**src/rtl/sirv_gnrl_xchk_sched_pkg.sv**
```systemverilog
// Shared defaults and helpers for the X-check scheduler.
package sirv_gnrl_xchk_sched_pkg;

  localparam int XCHK_N  = 4;
  localparam int XCHK_DW = 32;
  localparam int XCHK_CW = 16;

  // Index width for v entries; callers guarantee v >= 2.
  function automatic int xchk_clog2(input int v);
    int r;
    r = 0;
    while ((1 << r) < v) r++;
    return r;
  endfunction

endpackage

```
**src/rtl/sirv_gnrl_rr_arb.sv**
```systemverilog
// Combinational N-way round-robin picker: first eligible index scanning up from ptr, wrapping.
module sirv_gnrl_rr_arb #(
  parameter int N  = 4,
  parameter int SW = 2
) (
  input  logic [N-1:0]  elig,
  input  logic [SW-1:0] ptr,
  output logic [N-1:0]  grant,
  output logic [SW-1:0] idx
);

  always_comb begin : pick
    int   j;
    logic found;
    grant = '0;
    idx   = '0;
    found = 1'b0;
    j     = 0;
    for (int i = 0; i < N; i++) begin
      j = int'(ptr) + i;
      if (j >= N) j = j - N;
      if (!found && elig[j]) begin
        found    = 1'b1;
        grant[j] = 1'b1;
        idx      = SW'(j);
      end
    end
  end

endmodule

```
**src/rtl/sirv_gnrl_xchk_sched.sv**
```systemverilog
// Round-robin scheduler sharing one X-value checker between N requesters,
// with a single registered output stage and a saturating issued-check counter.
module sirv_gnrl_xchk_sched
  import sirv_gnrl_xchk_sched_pkg::*;
#(
  parameter int  N  = XCHK_N,
  parameter int  DW = XCHK_DW,
  parameter int  CW = XCHK_CW,
  localparam int SW = xchk_clog2(N)
) (
  input  logic          clk,
  input  logic          rst_n,
  input  logic [N-1:0]  i_en,
  input  logic [N-1:0]  i_req_vld,
  output logic [N-1:0]  i_req_rdy,
  input  logic [N*DW-1:0] i_req_dat,
  input  logic          i_clr,
  output logic          o_chk_vld,
  input  logic          o_chk_rdy,
  output logic [DW-1:0] o_chk_dat,
  output logic [SW-1:0] o_chk_src,
  output logic [CW-1:0] o_cnt,
  output logic          o_busy
);

  logic [N-1:0]  elig;
  logic [N-1:0]  grant;
  logic [SW-1:0] gnt_idx;
  logic [SW-1:0] ptr;
  logic [DW-1:0] sel_dat;
  logic          load_en;
  logic          accept;

  assign elig    = i_req_vld & i_en;
  assign load_en = !o_chk_vld | o_chk_rdy;
  // Gate with rst_n so no requester sees ready while the block is held in reset.
  assign i_req_rdy = grant & {N{load_en & rst_n}};
  assign accept    = |i_req_rdy;
  assign o_busy    = o_chk_vld | (|elig);

  sirv_gnrl_rr_arb #(
    .N  (N),
    .SW (SW)
  ) u_arb (
    .elig  (elig),
    .ptr   (ptr),
    .grant (grant),
    .idx   (gnt_idx)
  );

  always_comb begin
    sel_dat = '0;
    for (int k = 0; k < N; k++) begin
      if (grant[k]) sel_dat = i_req_dat[k*DW +: DW];
    end
  end

  always_ff @(posedge clk or negedge rst_n) begin
    if (!rst_n) begin
      o_chk_vld <= 1'b0;
      o_chk_dat <= '0;
      o_chk_src <= '0;
    end else if (load_en) begin
      if (accept) begin
        o_chk_vld <= 1'b1;
        o_chk_dat <= sel_dat;
        o_chk_src <= gnt_idx;
      end else begin
        o_chk_vld <= 1'b0;
      end
    end
  end

  always_ff @(posedge clk or negedge rst_n) begin
    if (!rst_n) begin
      ptr <= '0;
    end else if (i_clr) begin
      ptr <= '0;
    end else if (accept) begin
      ptr <= (gnt_idx == SW'(N-1)) ? '0 : gnt_idx + SW'(1);
    end
  end

  always_ff @(posedge clk or negedge rst_n) begin
    if (!rst_n) begin
      o_cnt <= '0;
    end else if (i_clr) begin
      o_cnt <= '0;
    end else if (o_chk_vld && o_chk_rdy && (o_cnt != {CW{1'b1}})) begin
      o_cnt <= o_cnt + CW'(1);
    end
  end

endmodule

```
**config.mk**
```make
export PLATFORM = sky130hd
export DESIGN_NAME = sirv_gnrl_xchk_sched
export DESIGN_NICKNAME = d
export VERILOG_FILES = /design/src/rtl/sirv_gnrl_xchk_sched_pkg.sv /design/src/rtl/sirv_gnrl_rr_arb.sv /design/src/rtl/sirv_gnrl_xchk_sched.sv
export SDC_FILE = /design/constraint.sdc
export NUM_CORES = 1
export LEC_CHECK = 0
export ABC_CLOCK_PERIOD_IN_PS = 3000
export CORE_ASPECT_RATIO = 1.75
export CORE_MARGIN = 5
export CORE_UTILIZATION = 37
export DETAILED_ROUTE_END_ITERATION = 8
export PLACE_DENSITY = 0.86
export SKIP_LAST_GASP = 1
export SLEW_MARGIN = 20
export SYNTH_ARGS = -nofsm -noshare
export SYNTH_HDL_FRONTEND = slang
export SYNTH_HIERARCHICAL = 1
export SYNTH_SLANG_ARGS = --single-unit
```
**constraint.sdc**
```tcl
create_clock -name clk -period 3 [get_ports clk]
set_input_delay 0.45 -clock clk [delete_from_list [all_inputs] [get_ports clk]]
set_output_delay 0.45 -clock clk [all_outputs]
set_load 0.02 [all_outputs]
```
=== Word-level counts from Yosys, hierarchy flattened ===
Index checks and enable logic that the tools add are counted.

* Bits in registers: 53
* Latch bits: 0
* Memory bits (writable): 0
* Bits in read-only memories: 0
* Input bits: 140
* Output and inout bits: 56
* Logic and storage cells: 99
* Memories: 0

* Add/sub/neg operators: 9
* $mul: 0
* Divide/modulo/power cells: 0
* $lt $le $gt $ge: 12
* Equal/unequal tests: 2
* Shifts and indexed selects: 0
* Muxes and demuxes: 45
* Bitwise logic cells: 8
* Reductions and logical operators: 18

{| class="wikitable"
|+ Operator list
! cell !! count
|-
| $mux W32 || 8
|-
| $ge A32 B1 Y1 const B || 4
|-
| $lt A32 B4 Y1 const B || 4
|-
| $ge A32 B4 Y1 const B || 3
|-
| $sub A32 B4 Y32 const B || 3
|-
| $mux W16 || 2
|-
| $add A16 B1 Y16 const B || 1
|-
| $mux W1 || 16
|-
| $mux W4 || 4
|-
| $ne A16 B16 Y1 const B || 1
|-
| $mux W2 || 7
|-
| $or A4 B4 Y4 || 3
|-
| $logic_and A1 B1 Y1 || 9
|-
| $and A4 B4 Y4 || 2
|-
| $bmux W1 S2 || 4
|-
| $demux W1 S2 || 4
|-
| $reduce_or A4 Y1 || 2
|-
| $add A2 B2 Y3 const B || 2
|-
| $logic_not A1 Y1 || 4
|-
| $reduce_bool A2 Y1 || 2
|-
| $sub A2 B3 Y4 const B || 1
|-
| $add A2 B1 Y3 const B || 1
|-
| $ge A2 B3 Y1 const B || 1
|-
| $add A2 B1 Y2 const B || 1
|-
| 4 further kinds || 5
|}

=== Logic depth before layout (Yosys ltp) ===
* Word-level depth: 19
* Mapped depth: 14
* Mapped depth without buffers: 10

=== Hierarchy ===
Netlist, hierarchy kept.

{| class="wikitable"
|+ By module, submodules not included
! module !! instances !! cells an instance !! area each (um^2) !! sequential area each (um^2)
|-
| sirv_gnrl_xchk_sched || 1 || 396 || 3377.0 || 1326.3
|-
| sirv_gnrl_rr_arb || 1 || 51 || 478.0 || 0.0
|}

=== Worst setup path after synthesis ===
OpenSTA, ideal clock, no wires.

* Path kind: flip-flop to output port
* Start: register ptr[1]
* End: output i_req_rdy[2]
* Data arrival time: 2840 ps
* Required time: 2550 ps
* Path slack: -290 ps
* Cell stages (with the launch flop): 10
* Path buffers: 2
* Cells stage by stage: dfrtp_1 inv_1 ha_1 mux4_2 nor2b_4 a221oi_1 o2bb2ai_1 clkbuf_1 clkbuf_1 and3_1

* Longest elaborated chain between the ends: 16
* Elaborated cells between the ends (all ways): 64
* Classes of those cells: add/sub (7); order compare (12); mux (31); bitwise (4); reduce/logical (10)

{| class="wikitable"
|+ RTL lines
! item !! line !! source
|-
| from (decl) || sirv_gnrl_xchk_sched.sv:29 || <nowiki>logic [SW-1:0] ptr;</nowiki>
|-
| from (signal assigned) || sirv_gnrl_xchk_sched.sv:80 || <nowiki>ptr <= (gnt_idx == SW'(N-1)) ? '0 : gnt_idx + SW'(1);</nowiki>
|-
| parallel branches: the longest is 14 deep, another holds $sub A32 B4 Y32 || - ||
|-
| $mux W4 (*) || sirv_gnrl_rr_arb.sv:22 || <nowiki>if (!found && elig[j]) begin</nowiki>
|-
| net grant[2] || sirv_gnrl_xchk_sched.sv:27 || <nowiki>logic [N-1:0] grant;</nowiki>
|-
| $and A4 B4 Y4 (*) || sirv_gnrl_xchk_sched.sv:37 || <nowiki>assign i_req_rdy = grant & {N{load_en & rst_n}};</nowiki>
|-
| to (decl) || sirv_gnrl_xchk_sched.sv:15 || <nowiki>output logic [N-1:0] i_req_rdy,</nowiki>
|}

Mark *: on every way through the listed nets, which the timed path passes. The select of a mux whose other input is x is not followed.

=== Worst setup path in the final report ===
* Start: register ptr[0]
* End: register o_chk_dat[8]

* Longest elaborated chain between the ends: 19
* Elaborated cells between the ends (all ways): 70
* Classes of those cells: add/sub (7); order compare (12); mux (35); bitwise (4); reduce/logical (12)

{| class="wikitable"
|+ RTL lines
! item !! line !! source
|-
| parallel branches: the longest is 14 deep, another holds $sub A32 B4 Y32 || - ||
|-
| $mux W4 (*) || sirv_gnrl_rr_arb.sv:22 ||
|-
| net grant[0] || sirv_gnrl_xchk_sched.sv:27 ||
|-
| $mux W32 (4 in a row) || sirv_gnrl_xchk_sched.sv:54 || <nowiki>if (grant[k]) sel_dat = i_req_dat[k*DW +: DW];</nowiki>
|-
| to (signal assigned) || sirv_gnrl_xchk_sched.sv:66 || <nowiki>o_chk_dat <= sel_dat;</nowiki>
|-
| to (decl) || sirv_gnrl_xchk_sched.sv:20 || <nowiki>output logic [DW-1:0] o_chk_dat,</nowiki>
|}

Marked as above.
A chain may end at the register's enable or synchronous reset.

==> run_results.csv <==
group,metric,value,unit
synth,dominantRegCellSynth,"dfrtp_1",
timing,fin_crit_sh,1.00,
setup_path,crit_path_start_kind,"register",
clock_tree,ctsRootBufferMaster,"clkbuf_16",
floorplan,io_pins,196,
power_and_ir_drop,peakVddDrop,0.000600,V
global_route,antenna_found_initial,1,
timing,max_slew.worst_pin.slew,0.681,ns
synth,yosysTopAreaCellShare,0.344,
hold_path,holdCritPathClass,"in -> async",
clock_tree,clockBufferDepth,2,
floorplan,die_h,145,um
setup_path,cp_max_fo,12,
power_and_ir_drop,total_power,5760,uW
final_layout,syn2layout_area_growth,71.7,%
final_layout,fin_util,0.647,
routing,wl_per_cell,19.5,um
synth,syn_area_per_cell,8.62,um2
flow_run,cap_viol_max_count,0,
synth,synth_most_common_cell,"a21oi_1",
placed_design,dp_hpwl,11500,um
synth,synthArstFlopShare,1.00,
setup_path,worstSetupPathType,"reg -> reg",
clock_tree,hold_buffers,0,
synth,synth_top_cells_by_count,"74 x a21oi_1, 53 x dfrtp_1, 47 x nor2_1",
setup_path,endpoint,"o_chk_dat[8]$_DFFE_PN0P_",
timing,setup_viol,1,
routing,dr.first_iter.drc_count,191,
clock_tree,clk_latency,0.29,ns
final_layout,layout.nets,817,
synth,yosysUniqueCellTypes,47,
routing,avgViaCountPerCell,5.64,
clock_tree,clock_sinks,53,
clock_tree,cts.htree.levels,2,
timing,rsz0062_at_grt,"true",
final_layout,fill_cells,812,
setup_path,worstSetupStartpoint,"ptr[0]$_DFFE_PN0P_",
timing,skew,0.00752,ns
status,outcome,"finished, violations left",
synth,synth-seq-cells,53,
timing,fin_ws,-0.00377,ns
floorplan,initial_core_util,0.377,
clock_tree,numCtsBuffers,5,
clock_tree,clkTransAtPathRegs,0.06,ns
power_and_ir_drop,leakagePower,0.00280,uW
floorplan,core-area,10200,um2
clock_tree,cts_tree,"done",
global_route,overflow,0,
timing,fmaxAchievable,0.333,GHz
synth,synthCells,447,
power_and_ir_drop,p_per_area,870,nW/um2
global_route,grt_pass1_wl,23500,um
timing,slew_headroom,0.545,
global_route,grt_max_degree,51,
global_route,grt_usage,0.229,
floorplan,die_w,87.2,um
synth,netlist_area,3850,um2
routing,ant_nets,0,
routing,post-route-drc-count,0,
synth,syn_nets,597,
setup_path,r2r_slack,-0.004,ns
global_route,grt_pass1_vias,4697,
placed_design,place_congestion,0.943,
setup_path,arrival,3.21,ns
routing,vias,4491,
synth,yosysSeqAreaShare,0.344,
setup_path,timing.rr.start,"ptr[0]$_DFFE_PN0P_",
synth,synth.area.top_cells,"dfrtp_1 34%, a21oi_1 9.6%, a221oi_1 8.0%",
synth,ys_warn_count,6,
timing,finalMaxSlewViolations,0,
setup_path,timing.rr.end,"o_chk_dat[8]$_DFFE_PN0P_",
routing,drt_first_pass_iters,5,
placed_design,place_inst,771,
setup_path,r2r_cells,14,
status,violations,"setup timing",
final_layout,layout.cells.non_filler,796,
floorplan,die_area,12600,um2
setup_path,end_kind,"register",
synth,synth_edf_count,0,
timing,hold_viol_final,0,
routing,wl,15500,um
placed_design,io_buffers,195,
timing,final.min_clock_period,3.00,ns
setup_path,required,3.20,ns
floorplan,row_count,49,
synth,yosys.area.top_type,"dfrtp_1",
final_layout,drive_gt1_frac,0.171,
how the worst min path moves through the flow:
stage	from	end	slack, ns	cells after the start
global route	rst_n	o_chk_src[1]$_DFFE_PN0P_	0.04	1
finish	rst_n	ptr[0]$_DFFE_PN0P_	0.04	1
floorplan	rst_n	o_chk_dat[0]$_DFFE_PN0P_	0.15	0
CTS	rst_n	o_chk_src[1]$_DFFE_PN0P_	0.04	1
global placement	rst_n	o_chk_vld$_DFFE_PN0P_	0.34	1
detailed placement	rst_n	o_chk_vld$_DFFE_PN0P_	0.34	1
flip-flops by register name, summed over array words and instances (netlist names):
register   flops
o_chk_vld      1
o_chk_dat     32
o_chk_src      2
o_cnt         16
ptr            2
routing by layer:
metal / share of wire / routed length (um) / global-route usage / vias to the layer above
li1: - / - / - / 2088
met1: 0.35 / 5490 / 0.247 / 2168
met2: 0.55 / 8490 / 0.425 / 191
met3: 0.061 / 953 / 0.0408 / 44
met4: 0.038 / 597 / 0.0952 / 0
met5: 0 / 0 / 0 / -
cell families (layout without fill, tap and decap cells):
| group | Yosys count | count (layout) | share of synthesized area |
|---|---|---|---|
| adder cells (fa/ha/maj) | 10 | 10 | 0.0325 |
| AND/OR/NAND/NOR | 134 | 134 | 0.184 |
| flip-flops | 53 | 53 | 0.344 |
| multiplexers | 15 | 15 | 0.0549 |
| other | 0 | 1 | 0 |
| buffers and inverters | 74 | 295 | 0.0935 |
| AO/OA/AOI/OAI | 161 | 161 | 0.291 |
placed cells by master (no fill, tap or decap), types with 3 or more instances in the layout:
master	netlist	layout
nor2_1	47	47
a21oi_2	0	4
nor3_1	6	6
clkdlybuf4s50_1	0	182
and3_1	6	5
mux4_2	4	4
inv_1	39	37
buf_6	10	8
o2bb2ai_4	0	4
a21oi_1	74	70
or4_1	3	3
nand2_1	21	21
clkdlybuf4s15_1	0	8
nor4_1	3	3
clkbuf_16	0	8
a211oi_1	6	6
dfrtp_1	53	51
ha_1	10	9
a221oi_1	35	29
buf_4	1	40
mux2_2	9	9
a211o_1	32	32
and2_4	0	4
nand2b_1	4	4
nand4_1	4	4
nor2b_1	12	11
buf_2	3	4
a221oi_2	1	5
nand3_1	7	7
final cells by class:
type	instances	area (um2)	share of cell area
Antenna cell	1	2.50	0.000378
Clock buffer	7	143	0.0215
Clock inverter	1	30.0	0.00454
Multi-Input combinational cell	320	2350	0.356
Inverter	39	149	0.0225
Timing Repair Buffer	248	2450	0.371
Tap cell	127	159	0.0240
Sequential cell	53	1330	0.201
timing repair:
item | in CTS | in global routing
pin swaps | 6 | 10
resized for setup | 36 | 26
setup endpoints to repair | 41 | 39
cloned | 0 | 3
buffers inserted | 10 | 4
worst max-delay path: stages (launching register included):
cell and delay [ns]:
dfrtp_2 0.44, inv_4 0.05, ha_4 0.27, mux4_2 0.35, buf_6 0.15, nor2b_4 0.23
a221oi_4 0.11, o2bb2ai_4 0.20, buf_4 0.15, nor2b_4 0.13, buf_4 0.15, clkbuf_16 0.17
a221oi_1 0.08, a211o_1 0.29, a21oi_1 0.16
metrics by stage:
step                setup slack [ns]  cell area, um2  TNS (ns)  hold slack, ns
CTS                           0.0363            6440         0          0.0377
finish                      -0.00377            6620  -0.00377          0.0413
floorplan                     0.0246            3880         0           0.154
detailed placement            -0.646            6140    -21.39           0.345
global route                  -0.103            6620     -1.66          0.0436
global placement              -0.510            6140    -17.11           0.344
power breakdown:
part | switching, uW | internal (uW) | leakage [uW]
Sequential | 166 | 979 | 0.000647
Clock | 256 | 418 | 0.0000841
Combinational | 2040 | 1900 | 0.00206
Total | 2460 | 3300 | 0.00280
Power figures use the tool's default switching activity.
